File: src/rtl/aoi_pkg.sv
// Shared mode encoding and mode-decode helpers for the AND-OR-INVERT reduction pipeline.
package aoi_pkg;

  typedef enum logic [1:0] {
    AOI = 2'b00,
    AO  = 2'b01,
    OAI = 2'b10,
    OA  = 2'b11
  } aoi_mode_e;

  localparam int MODE_W = 2;

  function automatic logic mode_inverts(aoi_mode_e m);
    return (m == AOI) || (m == OAI);
  endfunction

  // Inner (per-group) operator is AND for AOI/AO; the outer combine is then OR.
  function automatic logic mode_inner_and(aoi_mode_e m);
    return (m == AOI) || (m == AO);
  endfunction

endpackage

File: src/rtl/aoi_pipe_stage.sv
// Single valid/ready register slice: one cycle latency, full throughput.
// Ready passes combinationally from downstream so a full slice can refill while it drains.
module aoi_pipe_stage #(
  parameter int W = 8
) (
  input  logic         clk_i,
  input  logic         rst_ni,
  input  logic         in_vld_i,
  output logic         in_rdy_o,
  input  logic [W-1:0] in_dat_i,
  output logic         out_vld_o,
  input  logic         out_rdy_i,
  output logic [W-1:0] out_dat_o
);

  logic         vld_q, vld_d;
  logic [W-1:0] dat_q, dat_d;

  assign in_rdy_o  = rst_ni && (!vld_q || out_rdy_i);
  assign out_vld_o = vld_q;
  assign out_dat_o = dat_q;

  always_comb begin
    vld_d = vld_q;
    dat_d = dat_q;
    if (in_rdy_o) begin
      vld_d = in_vld_i;
      if (in_vld_i) dat_d = in_dat_i;
    end
  end

  always_ff @(posedge clk_i) begin
    if (!rst_ni) begin
      vld_q <= 1'b0;
      dat_q <= '0;
    end else begin
      vld_q <= vld_d;
      dat_q <= dat_d;
    end
  end

endmodule

File: src/rtl/aoi_reduce_pipe.sv
// Two-stage pipelined AOI/AO/OAI/OA reduction with valid/ready on both sides.
// Latency 2 cycles, 1 result/cycle; out_ready ripples combinationally back to in_ready.
module aoi_reduce_pipe
  import aoi_pkg::*;
#(
  parameter int WIDTH      = 8,
  parameter int GROUP_SIZE = 2,
  parameter int NUM_GROUPS = 3,
  parameter int CNT_W      = 16
) (
  input  logic                                 CK,
  input  logic                                 RN,
  input  logic                                 in_valid,
  output logic                                 in_ready,
  input  logic [1:0]                           in_mode,
  input  logic [WIDTH*GROUP_SIZE*NUM_GROUPS-1:0] in_data,
  output logic                                 out_valid,
  input  logic                                 out_ready,
  output logic [WIDTH-1:0]                     out_zn,
  input  logic                                 cnt_clr,
  output logic [CNT_W-1:0]                     toggle_cnt
);

  localparam int GRP_W = NUM_GROUPS * WIDTH;
  localparam int S1_W  = MODE_W + GRP_W;
  localparam int PC_W  = $clog2(WIDTH + 1);
  localparam int SUM_W = CNT_W + 1;

  if (WIDTH < 1 || GROUP_SIZE < 1 || NUM_GROUPS < 1 || CNT_W < $clog2(WIDTH + 1)) begin : g_param_err
    $error("aoi_reduce_pipe: illegal parameter combination");
  end

  aoi_mode_e        in_mode_e, s1_mode;
  logic [GRP_W-1:0] grp_d, s1_grp;
  logic [WIDTH-1:0] acc, op, res_d;
  logic [S1_W-1:0]  s1_dat;
  logic             s1_vld, s2_rdy;

  assign in_mode_e = aoi_mode_e'(in_mode);

  always_comb begin
    grp_d = '0;
    acc   = '0;
    op    = '0;
    for (int g = 0; g < NUM_GROUPS; g++) begin
      acc = mode_inner_and(in_mode_e) ? '1 : '0;
      for (int k = 0; k < GROUP_SIZE; k++) begin
        op  = in_data[(g*GROUP_SIZE+k)*WIDTH +: WIDTH];
        acc = mode_inner_and(in_mode_e) ? (acc & op) : (acc | op);
      end
      grp_d[g*WIDTH +: WIDTH] = acc;
    end
  end

  aoi_pipe_stage #(.W(S1_W)) u_s1 (
    .clk_i     (CK),
    .rst_ni    (RN),
    .in_vld_i  (in_valid),
    .in_rdy_o  (in_ready),
    .in_dat_i  ({in_mode, grp_d}),
    .out_vld_o (s1_vld),
    .out_rdy_i (s2_rdy),
    .out_dat_o (s1_dat)
  );

  assign s1_mode = aoi_mode_e'(s1_dat[S1_W-1 -: MODE_W]);
  assign s1_grp  = s1_dat[GRP_W-1:0];

  // Outer combine is the dual of the inner operator.
  always_comb begin
    res_d = mode_inner_and(s1_mode) ? '0 : '1;
    for (int g = 0; g < NUM_GROUPS; g++) begin
      res_d = mode_inner_and(s1_mode) ? (res_d | s1_grp[g*WIDTH +: WIDTH])
                                      : (res_d & s1_grp[g*WIDTH +: WIDTH]);
    end
    if (mode_inverts(s1_mode)) res_d = ~res_d;
  end

  aoi_pipe_stage #(.W(WIDTH)) u_s2 (
    .clk_i     (CK),
    .rst_ni    (RN),
    .in_vld_i  (s1_vld),
    .in_rdy_o  (s2_rdy),
    .in_dat_i  (res_d),
    .out_vld_o (out_valid),
    .out_rdy_i (out_ready),
    .out_dat_o (out_zn)
  );

  logic [WIDTH-1:0] last_q, last_d, diff;
  logic [CNT_W-1:0] cnt_q, cnt_d, cnt_base;
  logic [PC_W-1:0]  pc;
  logic [SUM_W-1:0] cnt_sum;
  logic             out_xfer;

  assign out_xfer   = out_valid && out_ready;
  assign diff       = out_zn ^ last_q;
  assign toggle_cnt = cnt_q;

  // Clear takes effect before the add so a coincident transfer is still counted.
  always_comb begin
    pc = '0;
    for (int i = 0; i < WIDTH; i++) pc = pc + PC_W'(diff[i]);
    cnt_base = cnt_clr ? '0 : cnt_q;
    cnt_sum  = {1'b0, cnt_base} + SUM_W'(pc);
    cnt_d    = cnt_base;
    last_d   = last_q;
    if (out_xfer) begin
      cnt_d  = cnt_sum[CNT_W] ? '1 : cnt_sum[CNT_W-1:0];
      last_d = out_zn;
    end
  end

  always_ff @(posedge CK) begin
    if (!RN) begin
      cnt_q  <= '0;
      last_q <= '0;
    end else begin
      cnt_q  <= cnt_d;
      last_q <= last_d;
    end
  end

endmodule

File: config.mk
export PLATFORM = sky130hd
export DESIGN_NAME = aoi_reduce_pipe
export DESIGN_NICKNAME = d
export VERILOG_FILES = /design/src/rtl/aoi_pkg.sv /design/src/rtl/aoi_pipe_stage.sv /design/src/rtl/aoi_reduce_pipe.sv
export SDC_FILE = /design/constraint.sdc
export NUM_CORES = 1
export LEC_CHECK = 0
export CAP_MARGIN = 20
export CORE_ASPECT_RATIO = 0.9
export CORE_UTILIZATION = 54
export DETAILED_ROUTE_END_ITERATION = 8
export PLACE_DENSITY = 0.86
export SKIP_CTS_REPAIR_TIMING = 1
export SYNTH_ARGS = -nofsm -noshare
export SYNTH_HDL_FRONTEND = slang
export SYNTH_HIERARCHICAL = 1
export SYNTH_SLANG_ARGS = --single-unit
File: constraint.sdc
create_clock -name CK -period 6.2 [get_ports CK]
set_input_delay 0.62 -clock CK [delete_from_list [all_inputs] [get_ports CK]]
set_output_delay 0.62 -clock CK [all_outputs]
set_load 0.05 [all_outputs]
==> summary.md <==
| Metric | Value |
|---|---|
| Unique cell type count in the Yosys netlist | 48 |
| Leakage | 1.67 nW |
| Initial antenna violation count | 0 |
| Non-Filler Instances | 566 |
| First-pass GRT wire length | 12.4 mm |
| Cell count after synthesis | 404 |
| Routed wire length | 7.51 mm |
| Initial drt markers | 134 |
| Clk sinks | 60 |
| Setup violators final | 0 |
| Vias | 2964 |
| Number of remaining DRC errors | 0 |
| Core footprint | 6110 µm² |
| Drt pass-1 iters | 5 |
| Worst Skew | 0.00687 ns |
| Fmax | 240 MHz |
| Yosys warning count | 6 |
| Min-Delay Path Class | reg2reg |
| Flops & latches, synth | 60 |
| Critical path endpoint category | flop |
| Cell area after synthesis | 3410 µm² |
| Req. time, crit path | 6.48 ns |
| GRT Residual Overflow | 0 |
| Critical Path Source Type | primary input |
| Most frequent cells in the layout | nand2_1 (107), clkdlybuf4s50_1 (79), dfxtp_1 (60), mux2i_1 (34), maj3_1 (24) |
| Area Growth Syn to Fin | 29.4% |
| Share of layout cells above drive strength 1 | 0.0626 |
| Clock-pin slew of the registers on the worst-case setup and hold paths | 0.07 ns |
| Slew Limit Fails | 0 |
| Crit path time final | 4.17 ns |
| Largest net degree at the start of global routing | 81 |
| Outcome | completed |
| Syn Nets | 470 |
| I/O Buffers | 80 |
| Setup TNS | 0 ns |
| Cell Pwr Density | 241 nW/µm² |
| Rows | 27 |
| Ant diodes | 0 |
| Initial Util | 0.558 |
| Slew headroom | 0.389 |
| GRT Total Usage | 0.236 |
| Top_reg_cell synth | dfxtp_1 |
| Post-route ant nets | 0 |
| Post-synthesis area per instance | 8.45 µm² |
| Arr. time, crit path | 4.45 ns |
| FFs w/ async S/R, synth | 0 |
| H-tree Lvls | 3 |
| Routed length per instance | 13.3 µm |
| Setup CP Type | in2reg |
| Worst-path fanout max | 11 |
| Vias per inst | 5.24 |
| CTS root buf | clkbuf_8 |
| Number of synthesized flops with an enable pin | 0 |
| Number of I/O pins | 81 |
| Cts bufs inserted | 9 |
| Worst slew pin tran | 0.914 ns |
| CTS max path bufs | 2 |
| Post-synthesis sequential area ratio | 0.352 |
| Die Width | 85.8 µm |
| Worst-Skew Late Latency | 0.34 ns |
| Commonest non-fill, non-tap cell in the layout | nand2_1 |
| Nets | 540 |
| Fin. Hold Viols | 0 |
| Hpwl dp | 5.45 mm |
| Placed Cells | 550 |
| Die area | 6640 µm² |
| Vias in the first global route | 2816 |
| Die Y | 77.4 µm |
| CTS tree | yes |
| Fin crit share | 0.672 |
| Routability cong. | 0.855 |
| Unrepaired setup endpoints after global routing | no |
| Peak supply drop | 147 µV |
| Max_cap viols | 0 |
[final cells by class]
| cell class | count | area, µm² |
|---|---|---|
| Multi-Input combinational cell | 311 | 2020 |
| Fill cell | 461 | 1700 |
| Sequential cell | 60 | 1200 |
| Timing Repair Buffer | 81 | 803 |
| Clock buffer | 9 | 124 |
| Clock inverter | 7 | 115 |
| Tap cell | 87 | 109 |
| Inverter | 11 | 41.3 |
[logic make-up (layout without fill, tap and decap cells)]
group | after synthesis | count (layout) | share of synthesized area
AOI/OAI and AO/OA | 51 | 51 | 0.0851
and+or+nand+nor | 165 | 165 | 0.219
buffers and inverters | 33 | 108 | 0.0554
adders and majority gates | 35 | 35 | 0.122
muxes | 35 | 35 | 0.103
DFF | 60 | 60 | 0.352
xor gates and xnor gates | 25 | 25 | 0.0642
[metal layers]
layer,up-vias,track usage,wire [µm]
met4,0,0.0783,83
li1,1493,-,-
met5,-,0,0
met1,1373,0.278,3260
met3,9,0.0713,349
met2,89,0.410,3830
[final timing paths]
check	from	end	slack, ns	cells after the start
setup / recovery	cnt_clr	toggle_cnt[15]	2.03	11
hold / removal	u_s1/out_dat_o[4]	u_s1/out_dat_o[4]	0.46	2
setup reg to reg	u_s2/out_dat_o[0]	toggle_cnt[15]	2.06	12
hold reg to reg	u_s1/out_dat_o[4]	u_s1/out_dat_o[4]	0.46	2
[power by group]
group | internal (mW) | switching [mW]
clock network | 0.265 | 0.157
registers | 0.407 | 0.0221
logic | 0.102 | 0.110
[sequential cells by signal, summed over array words and instances (netlist names)]
| register | count |
|---|---|
| u_s2/out_dat_o | 8 |
| last_q | 8 |
| u_s2/out_vld_o | 1 |
| toggle_cnt | 16 |
| u_s1/out_dat_o | 26 |
| u_s1/out_vld_o | 1 |
[worst max-delay path, cell delays in order]
cell             delay [ns]
clkdlybuf4s50_1        0.73
nor2b_1                0.14
fa_1                   0.52
inv_1                  0.05
fa_1                   0.50
fa_1                   0.45
nor2b_1                0.15
o211ai_1               0.18
a2111o_1               0.51
or4_1                  0.49
nand3_1                0.09
[Yosys cell counts (8+ instances only)]
library cell | n | area share
inv_1 | 10 | 0.011
nor2b_1 | 8 | 0.015
xor2_1 | 9 | 0.023
mux2i_1 | 34 | 0.10
xnor2_1 | 16 | 0.041
nor2_1 | 20 | 0.022
maj3_1 | 24 | 0.070
dfxtp_1 | 60 | 0.35
clkbuf_1 | 12 | 0.013
nand2_1 | 107 | 0.12
o21ai_0 | 18 | 0.026
a21oi_1 | 22 | 0.032
[per-stage QoR]
step                      cell area, µm²  total power [mW]  setup WS [ns]   util  hold slack (ns)
after floorplan                     3410             0.580           1.92      -            0.432
after global placement              4180             0.641           1.81  0.683            0.439
after detailed placement            4180             0.650           1.70  0.683            0.446
after CTS                           4420              1.07           2.05  0.722            0.459
after global routing                4420              1.11           1.81  0.722            0.479
final                               4420              1.06           2.03  0.722            0.458
No activity file was read; power rests on OpenSTA's default activity.
